### config.mk
export PLATFORM = sky130hd
export DESIGN_NAME = ram_port_arbiter
export DESIGN_NICKNAME = d
export VERILOG_FILES = /design/src/rtl/ram_port_arbiter.sv
export SDC_FILE = /design/constraint.sdc
export NUM_CORES = 1
export LEC_CHECK = 0
export ABC_AREA = 1
export CAP_MARGIN = 0
export CORE_AREA = 10 10 115 117
export CTS_CLUSTER_SIZE = 16
export DETAILED_ROUTE_END_ITERATION = 8
export DIE_AREA = 0 0 125 127
export GPL_ROUTABILITY_DRIVEN = 0
export GPL_TIMING_DRIVEN = 1
export PLACE_DENSITY = 0.69
export SETUP_SLACK_MARGIN = 0.15
export SLEW_MARGIN = 40
export SYNTH_ARGS = -nofsm -noshare
export SYNTH_HDL_FRONTEND = slang
export SYNTH_SLANG_ARGS = --single-unit
### constraint.sdc
create_clock -name clk -period 1.7 [get_ports clk]
set_input_delay 0.34 -clock clk [delete_from_list [all_inputs] [get_ports clk]]
set_output_delay 0.34 -clock clk [all_outputs]
set_load 0.01 [all_outputs]
### src/rtl/ram_port_arbiter.sv
// Two-master req/gnt/rvalid arbiter in front of one single-ported RAM slave.
// Optional response timeout is compiled in with `define ARB_TIMEOUT_EN.
module ram_port_arbiter #(
  parameter int unsigned TIMEOUT_CYCLES = 255,
  parameter bit          FIXED_PRIORITY = 1'b0
) (
  input  logic        clk,
  input  logic        rst_n,
  input  logic [1:0]  m_req,
  input  logic [1:0]  m_we,
  input  logic [7:0]  m_be,
  input  logic [63:0] m_addr,
  input  logic [63:0] m_wdata,
  output logic [1:0]  m_gnt,
  output logic [1:0]  m_rvalid,
  output logic [63:0] m_rdata,
  output logic [1:0]  m_err,
  output logic        s_req,
  output logic        s_we,
  output logic [3:0]  s_be,
  output logic [31:0] s_addr,
  output logic [31:0] s_wdata,
  input  logic        s_gnt,
  input  logic        s_rvalid,
  input  logic        s_err,
  input  logic [31:0] s_rdata
);

  typedef enum logic [1:0] {
    IDLE     = 2'd0,
    WAIT_GNT = 2'd1,
    WAIT_RSP = 2'd2
  } state_t;

  state_t state_q, state_d;
  logic   owner_q, owner_d;
  logic   last_served_q, last_served_d;

  logic        winner;
  logic        timeout_hit;
  logic        fwd_en;
  logic        fwd_idx;
  logic [1:0]  gnt_c;
  logic [1:0]  rvalid_c;
  logic [1:0]  err_c;
  logic [63:0] rdata_c;

`ifdef ARB_TIMEOUT_EN
  logic [15:0] cnt_q, cnt_d;
  logic [16:0] cnt_inc;

  assign cnt_inc     = {1'b0, cnt_q} + 17'd1;
  assign timeout_hit = (state_q == WAIT_RSP) && !s_rvalid &&
                       (cnt_inc == 17'(TIMEOUT_CYCLES));

  // Counter is zero on the first WAIT_RSP cycle and counts up while waiting.
  always_comb begin
    cnt_d = '0;
    if (state_q == WAIT_RSP) cnt_d = cnt_inc[15:0];
  end

  always_ff @(posedge clk or negedge rst_n) begin
    if (!rst_n) cnt_q <= '0;
    else        cnt_q <= cnt_d;
  end
`else
  // No counter in this build; the parameter is still referenced so the
  // module interface is identical in both builds.
  assign timeout_hit = (TIMEOUT_CYCLES == 0) && 1'b0;
`endif

  always_comb begin
    winner = 1'b0;
    if (m_req == 2'b10)      winner = 1'b1;
    else if (m_req == 2'b11) winner = FIXED_PRIORITY ? 1'b0 : ~last_served_q;
  end

  always_comb begin
    state_d       = state_q;
    owner_d       = owner_q;
    last_served_d = last_served_q;
    fwd_en        = 1'b0;
    fwd_idx       = owner_q;
    gnt_c         = 2'b00;
    rvalid_c      = 2'b00;
    err_c         = 2'b00;
    rdata_c       = '0;
    case (state_q)
      IDLE: begin
        if (|m_req) begin
          fwd_en         = 1'b1;
          fwd_idx        = winner;
          owner_d        = winner;
          gnt_c[winner]  = s_gnt;
          state_d        = s_gnt ? WAIT_RSP : WAIT_GNT;
        end
      end
      WAIT_GNT: begin
        if (m_req[owner_q]) begin
          fwd_en         = 1'b1;
          gnt_c[owner_q] = s_gnt;
          if (s_gnt) state_d = WAIT_RSP;
        end else begin
          state_d = IDLE;
        end
      end
      WAIT_RSP: begin
        if (s_rvalid) begin
          rvalid_c[owner_q] = 1'b1;
          err_c[owner_q]    = s_err;
          if (owner_q) rdata_c[63:32] = s_rdata;
          else         rdata_c[31:0]  = s_rdata;
          last_served_d     = owner_q;
          state_d           = IDLE;
        end else if (timeout_hit) begin
          rvalid_c[owner_q] = 1'b1;
          err_c[owner_q]    = 1'b1;
          last_served_d     = owner_q;
          state_d           = IDLE;
        end
      end
      default: state_d = IDLE;
    endcase
  end

  always_ff @(posedge clk or negedge rst_n) begin
    if (!rst_n) begin
      state_q       <= IDLE;
      owner_q       <= 1'b0;
      last_served_q <= 1'b1;
    end else begin
      state_q       <= state_d;
      owner_q       <= owner_d;
      last_served_q <= last_served_d;
    end
  end

  // Reset forces every output low immediately, independent of the masters.
  assign m_gnt    = {2{rst_n}} & gnt_c;
  assign m_rvalid = {2{rst_n}} & rvalid_c;
  assign m_err    = {2{rst_n}} & err_c;
  assign m_rdata  = {64{rst_n}} & rdata_c;

  assign s_req   = rst_n & fwd_en;
  assign s_we    = s_req & (fwd_idx ? m_we[1] : m_we[0]);
  assign s_be    = {4{s_req}} & (fwd_idx ? m_be[7:4] : m_be[3:0]);
  assign s_addr  = {32{s_req}} & (fwd_idx ? m_addr[63:32] : m_addr[31:0]);
  assign s_wdata = {32{s_req}} & (fwd_idx ? m_wdata[63:32] : m_wdata[31:0]);

endmodule

==> flow_summary.json, run 1 <==
{
  "p_sw_mw": 4.65,
  "grt_max_degree": 24,
  "timing.fmax_mhz": 447,
  "synth_compound_area_share_pct": 20.3,
  "row_count": 39,
  "viasPerCell": 4.89,
  "r2r_setup_slack_ns": 0.22,
  "critPathArrivalTime_ns": 1.90,
  "grt_use_total_pct": 20.4,
  "syn_area_sq_um": 1870,
  "cp_max_fo": 5,
  "pwr-share-seq_pct": 2.1,
  "p_int_mw": 5.24,
  "die_h_microns": 127,
  "endpoint_kind": "primary output",
  "clock_power_share_pct": 3.8,
  "yosys.cell_count.top_type": "nand2_1",
  "clk_pin_slew_ns": 0.03,
  "nets": 954,
  "p_leak_nw": 3.67,
  "maxSlewViolCount": 0,
  "ys_top_cells_by_area": "nand3_1, a21oi_1, nand2_1",
  "setup.worst_path.start_class": "flip-flop",
  "fin_ws_ns": -0.537,
  "hpwlAfterDp_microns": 12900,
  "yosys.area_share.simple_pct": 54.7,
  "grt_pass1_wl_microns": 26200,
  "clockBufferDepth": 2,
  "crit_chain": "buf_6 -> buf_6 -> inv_4 -> nor3_4 -> nand3_4 -> buf_12 -> buf_16 -> nor2_1 -> buf_2",
  "clk_latency_ns": 0.23,
  "synth_warnings": 0,
  "crit_family": "buffers and inverters",
  "dp_slack_ns": -0.959,
  "synth_adder_area_share_pct": 0,
  "path_class": "reg2out",
  "cts.sinks": 4,
  "combPwrFrac_pct": 94.0,
  "first_iter_violations": 248,
  "syn_area_per_cell_sq_um": 4.79,
  "worstHoldPathType": "in2async",
  "wl_per_cell_microns": 23.2,
  "powerDensity_nw_per_um2": 1230,
  "final-setup-viol-count": 140,
  "cpMaxStageDelayCell": "dfrtp_1",
  "fp.dieW_microns": 125,
  "antenna_found_initial": 0,
  "yosys-top-cells-count": "nand2_1, nand3_1, a21oi_1",
  "met1_length_microns": 7380,
  "ys_ff_latch": 4,
  "slew_headroom_pct": 80.7,
  "drive_gt1_share_pct": 64.0,
  "worst_setup_path_startpoint": "state_q[1]",
  "drt_pass1_iterations": 4,
  "fin_crit_sh_pct": 132,
  "die_area_sq_um": 15900,
  "ys_seq_area_share_pct": 5.42,
  "drv_cap": 0,
  "violations": "negative setup slack",
  "grt_pass1_vias": 4309,
  "vias": 4498,
  "area_growth_pct": 329,
  "p_sw_share_pct": 47.1,
  "ctsHoldBuffers": 0,
  "ant_nets": 0,
  "wl_met2_microns": 11500,
  "hold_viol_final": 0,
  "synth-edff-count": 0,
  "port_buffers": 316,
  "syn_nets": 567,
  "wirelength_microns": 21300,
  "synthCells": 390,
  "worstRegToRegCells": 11,
  "worstReg2RegEnd": "state_q[1]",
  "wl_met3_microns": 1590,
  "top_layer": "met4",
  "postLayoutCellArea_sq_um": 8020,
  "synth_top_area_cell": "nand3_1",
  "synth_top_family_by_area": "simple AND/OR/NAND/NOR gates",
  "worst-path-buf-inv": 6,
  "synth_ff_type": "dfrtp_1",
  "yosys.area.top_type_share_pct": 19.8,
  "worst_pin_slew_ns": 0.289,
  "vdd_drop_max_mv": 0.749,
  "antenna_cells": 0,
  "async_flop_share_pct": 100,
  "initial_core_util_pct": 16.8,
  "fin_skew_ns": 0.00143,
  "netlist-cell-type-count": 22,
  "crit_top_cell": "buf_6",
  "period_needed_ns": 2.24,
  "crit_required_ns": 1.36,
  "core_area_sq_um": 11100,
  "cp_slowest_stage_delay_ns": 0.41,
  "crit-reg2reg-launch": "state_q[1]",
  "muxShareOfSynthArea_pct": 0,
  "report.power.total_mw": 9.89,
  "post-route-drc-count": 0,
  "cts_inserted_buffers": 3,
  "cts-htree-levels": 1,
  "synth_xor_area_share_pct": 0,
  "io_pins": 317,
  "cts_tree": "yes",
  "grt-ovfl-total": 0,
  "cts_root_buf": "clkbuf_16",
  "placed_area_sq_um": 5690,
  "outcome": "finished, violations left",
  "rsz0062_at_grt": "yes"
}
==> metal layers <==
layer | track usage, % | vias to the layer above
li1 | - | 2052
met1 | 21.7 | 2126
met2 | 39.1 | 264
met3 | 5.58 | 56
met4 | 4.34 | 0
met5 | 0 | -
==> cells by family after synthesis <==
group / Yosys count
flops: 4
simple gates: 234
compound gates: 75
buf+inv: 77
==> worst max-delay path by stage <==
stage                 endpoint  slack [ns]  cells after the start
CTS                 m_rdata[1]       -0.46                      9
finish                m_err[0]       -0.54                      9
global route          m_err[0]       -0.60                      9
detailed placement  s_wdata[0]       -0.96                      7
floorplan            s_addr[1]        0.04                      5
global placement    s_wdata[0]       -0.97                      7
==> registers in the layout, summed over array words and instances (netlist names) <==
| register | count |
|---|---|
| owner_q | 1 |
| last_served_q | 1 |
| state_q | 2 |
==> stage by stage <==
step	cells	setup TNS, ns	util [%]	hold WS (ns)
4_1_cts	893	-53.52	55.5	0.453
2_1_floorplan	390	0	-	0.0444
3_5_place_dp	845	-111.26	51.1	0.650
5_1_grt	919	-69.88	72.1	0.477
3_3_place_gp	845	-110.26	51.1	0.646
6_report	919	-60.46	72.1	0.459
==> worst register-to-register path, delay by kind of cell, from the launching register on <==
| kind | cells | cell delay (ns) |
|---|---|---|
| buffers and inverters | 6 | 0.58 |
| AO/OA/AOI/OAI | 1 | 0.15 |
| AND/OR/NAND/NOR | 4 | 0.22 |
| flip-flops | 1 | 0.42 |
==> what timing repair did <==
item / CTS / global route
resized for setup: 652 / 300
buffers inserted: 25 / 9
setup endpoints to repair: 140 / 141
pin swaps: 16 / 57
gates cloned: 19 / 17
==> layout make-up <==
cell class | count | area (sq um)
clock buffers | 4 | 78.8
flip-flops and latches | 4 | 101
well taps | 143 | 179
fillers | 806 | 3110
multi-input cells | 310 | 2860
repair buffers | 415 | 4630
inverters | 43 | 169
==> placed cells by master, fill, tap and decap left out, types with 2 or more instances in the layout <==
cell	n
dfrtp_1	3
buf_8	6
clkdlybuf4s50_1	173
inv_2	3
nand2_4	36
clkbuf_16	19
a21oi_1	2
nor2_2	17
buf_6	68
buf_16	18
nand2_2	11
nand3_4	15
inv_1	38
nand3_2	44
nand3_1	18
buf_4	22
buf_2	82
a21oi_4	5
nor2_1	2
a21oi_2	65
nor2_4	50
nand2_1	37
nand2_8	4
dlygate4sd2_1	3
buf_12	27
==> power by group through the flow <==
stage / registers [mW] / clock network [mW] / logic, mW
2_1_floorplan: 0.209 / 0 / 2.59
3_3_place_gp: 0.199 / 0 / 4.87
3_5_place_dp: 0.203 / 0 / 4.92
4_1_cts: 0.204 / 0.386 / 6.52
5_1_grt: 0.215 / 0.396 / 9.73
6_report: 0.210 / 0.380 / 9.30
Note: power is estimated with default switching activity, not from simulation.
==> inputs of run 2 (changes only) <==
CORE_AREA = 10 10 116 118   (was 10 10 115 117)
DIE_AREA = 0 0 126 128   (was 0 0 125 127)
DONT_BUFFER_PORTS = 1   (was unset)
PLACE_DENSITY = 0.31   (was 0.69)
==> run 2 against run 1 <==
  * The flow still finishes with violations (negative setup slack)
  * Design area fell by 55%
  * Flip-flop and latch count stayed put
  * Fmax is 11% higher
  * Clock power about the same
  * Critical path type unchanged
  * Non-clock buffer count decreased by 298
  * First-iteration DRC count shrank 40%
  * Largest power group unchanged
  * Critical endpoint is now m_rdata[61]
==> flow_summary.json, run 2 (synthesized netlist as in run 1, its figures left out) <==
{
  "powerDensity_nw_per_um2": 1430,
  "p_leak_nw": 1.68,
  "pwr-share-seq_pct": 3.9,
  "clk_latency_ns": 0.23,
  "p_sw_share_pct": 54.1,
  "finalNonFillerCells": 620,
  "cp_max_fo": 8,
  "grt-ovfl-total": 0,
  "die_area_sq_um": 16100,
  "cts_root_buf": "clkbuf_16",
  "post-route-drc-count": 0,
  "fin_crit_sh_pct": 118,
  "grt_max_degree": 35,
  "vdd_drop_max_mv": 0.859,
  "worstHoldPathType": "in2reg",
  "outcome": "finished, violations left",
  "path_class": "reg2out",
  "setup.worst_path.start_class": "flip-flop",
  "crit_required_ns": 1.36,
  "io_pins": 317,
  "maxSlewViolCount": 0,
  "antenna_cells": 0,
  "drt_pass1_iterations": 4,
  "top_regs": "state_q x2, last_served_q x1, owner_q x1",
  "top_register": "state_q",
  "critPathArrivalTime_ns": 1.67,
  "ant_nets": 0,
  "combPwrFrac_pct": 88.8,
  "layout_commonest_cell": "buf_4",
  "met2_usage_pct": 25.7,
  "hold_viol_final": 0,
  "vias": 2996,
  "hpwlAfterDp_microns": 10200,
  "cts-htree-levels": 1,
  "crit-reg2reg-launch": "state_q[0]",
  "endpoint_kind": "primary output",
  "period_needed_ns": 2.01,
  "fillCellCount": 1227,
  "antenna_found_initial": 0,
  "core_area_sq_um": 11200,
  "hold_end": "state_q[0]",
  "timing.fmax_mhz": 496,
  "port_buffers": 0,
  "met1_usage_pct": 14.5,
  "cts.sinks": 4,
  "p_int_mw": 2.38,
  "drive_gt1_share_pct": 55.6,
  "r2r_setup_slack_ns": 0.37,
  "most-common-layout-cells": "buf_4, nand2_1, nand3_1",
  "fin_skew_ns": 0.00250,
  "row_count": 39,
  "largest_reg_flops": 2,
  "clock_power_share_pct": 7.3,
  "initial_core_util_pct": 16.7,
  "holdPathStages": 3,
  "wl_per_cell_microns": 21.0,
  "cts_tree": "yes",
  "fin_ws_ns": -0.314,
  "worstRegToRegCells": 5,
  "first_iter_violations": 149,
  "grt_use_total_pct": 13.8,
  "drv_cap": 0,
  "final-setup-viol-count": 139,
  "nets": 655,
  "grt_pass1_wl_microns": 18300,
  "worst_pin_slew_ns": 0.229,
  "report.power.total_mw": 5.19,
  "cts_inserted_buffers": 3,
  "rsz0062_at_grt": "yes",
  "clockBufferDepth": 2,
  "area_growth_pct": 94.0,
  "worstHoldStart": "s_gnt",
  "wirelength_microns": 13000,
  "fp.dieW_microns": 126,
  "placedCellCount": 602,
  "die_h_microns": 128,
  "viasPerCell": 4.83,
  "grt_pass1_vias": 3068,
  "grtUsageMet3_pct": 5.05,
  "clk_pin_slew_ns": 0.03,
  "p_sw_mw": 2.81,
  "multi_input_area_sq_um": 1930,
  "violations": "negative setup slack",
  "fin_tns_setup_ns": -35.16,
  "slew_headroom_pct": 84.6,
  "worstReg2RegEnd": "owner_q",
  "seq_area_sq_um": 101,
  "busiest_layer": "met2"
}
==> run 2: worst max path at each step <==
stage	startpoint	end	slack, ns	cells after the start
after global placement	state_q[0]	s_we	-0.10	7
after global routing	state_q[1]	m_rdata[33]	-0.42	8
after floorplan	last_served_q	s_addr[1]	0.04	5
after CTS	state_q[1]	s_wdata[31]	-0.33	6
final	state_q[0]	m_rdata[61]	-0.31	7
after detailed placement	state_q[0]	s_addr[2]	-0.13	7
==> run 2: timing repair <==
action	in CTS	in global routing
endpoints found under the setup margin	140	140
pin swaps	22	13
setup buffers	4	2
resized for setup	50	19
endpoints found under the hold margin	4	0
cloned	3	4
hold buffers	1	0
==> run 2: per-layer routing <==
| metal | share of wire (%) | wire length (microns) | vias to the layer above |
|---|---|---|---|
| met1 | 35 | 4590 | 1369 |
| met2 | 54 | 7050 | 194 |
| met3 | 9.9 | 1290 | 9 |
| met5 | 0 | 0 | - |
| li1 | - | - | 1424 |
| met4 | 0.90 | 118 | 0 |
==> run 2: cell type report <==
cell class	count	area share, %
Multi-Input combinational cell	309	53.2
Sequential cell	4	2.80
Inverter	43	4.52
Tap cell	143	4.93
Timing Repair Buffer	117	32.4
Clock buffer	4	2.17
==> run 2: power by group through the flow <==
stage	logic (mW)	registers (mW)	clock network (mW)
6_report	4.61	0.202	0.377
5_1_grt	4.99	0.208	0.391
4_1_cts	4.49	0.201	0.385
3_5_place_dp	3.80	0.200	0
3_3_place_gp	3.77	0.198	0
2_1_floorplan	2.59	0.209	0
==> run 2: stage by stage <==
| stage | setup WS [ns] | hold WS (ns) | cell area, sq um | util [%] |
|---|---|---|---|---|
| floorplan | 0.0400 | 0.0444 | 2220 | - |
| global placement | -0.101 | 0.0449 | 3050 | 27.2 |
| detailed placement | -0.125 | 0.0449 | 3050 | 27.2 |
| CTS | -0.327 | 0.325 | 3450 | 30.8 |
| global route | -0.419 | 0.363 | 3630 | 32.3 |
| finish | -0.314 | 0.332 | 3630 | 32.3 |
==> run 2: critical path: stages (launching register included) <==
cell and delay, ns:
dfrtp_1 0.40, buf_4 0.15, nor3_4 0.19, buf_6 0.13, nand3_4 0.14, clkbuf_16 0.21, nor2_2 0.08, buf_4 0.12
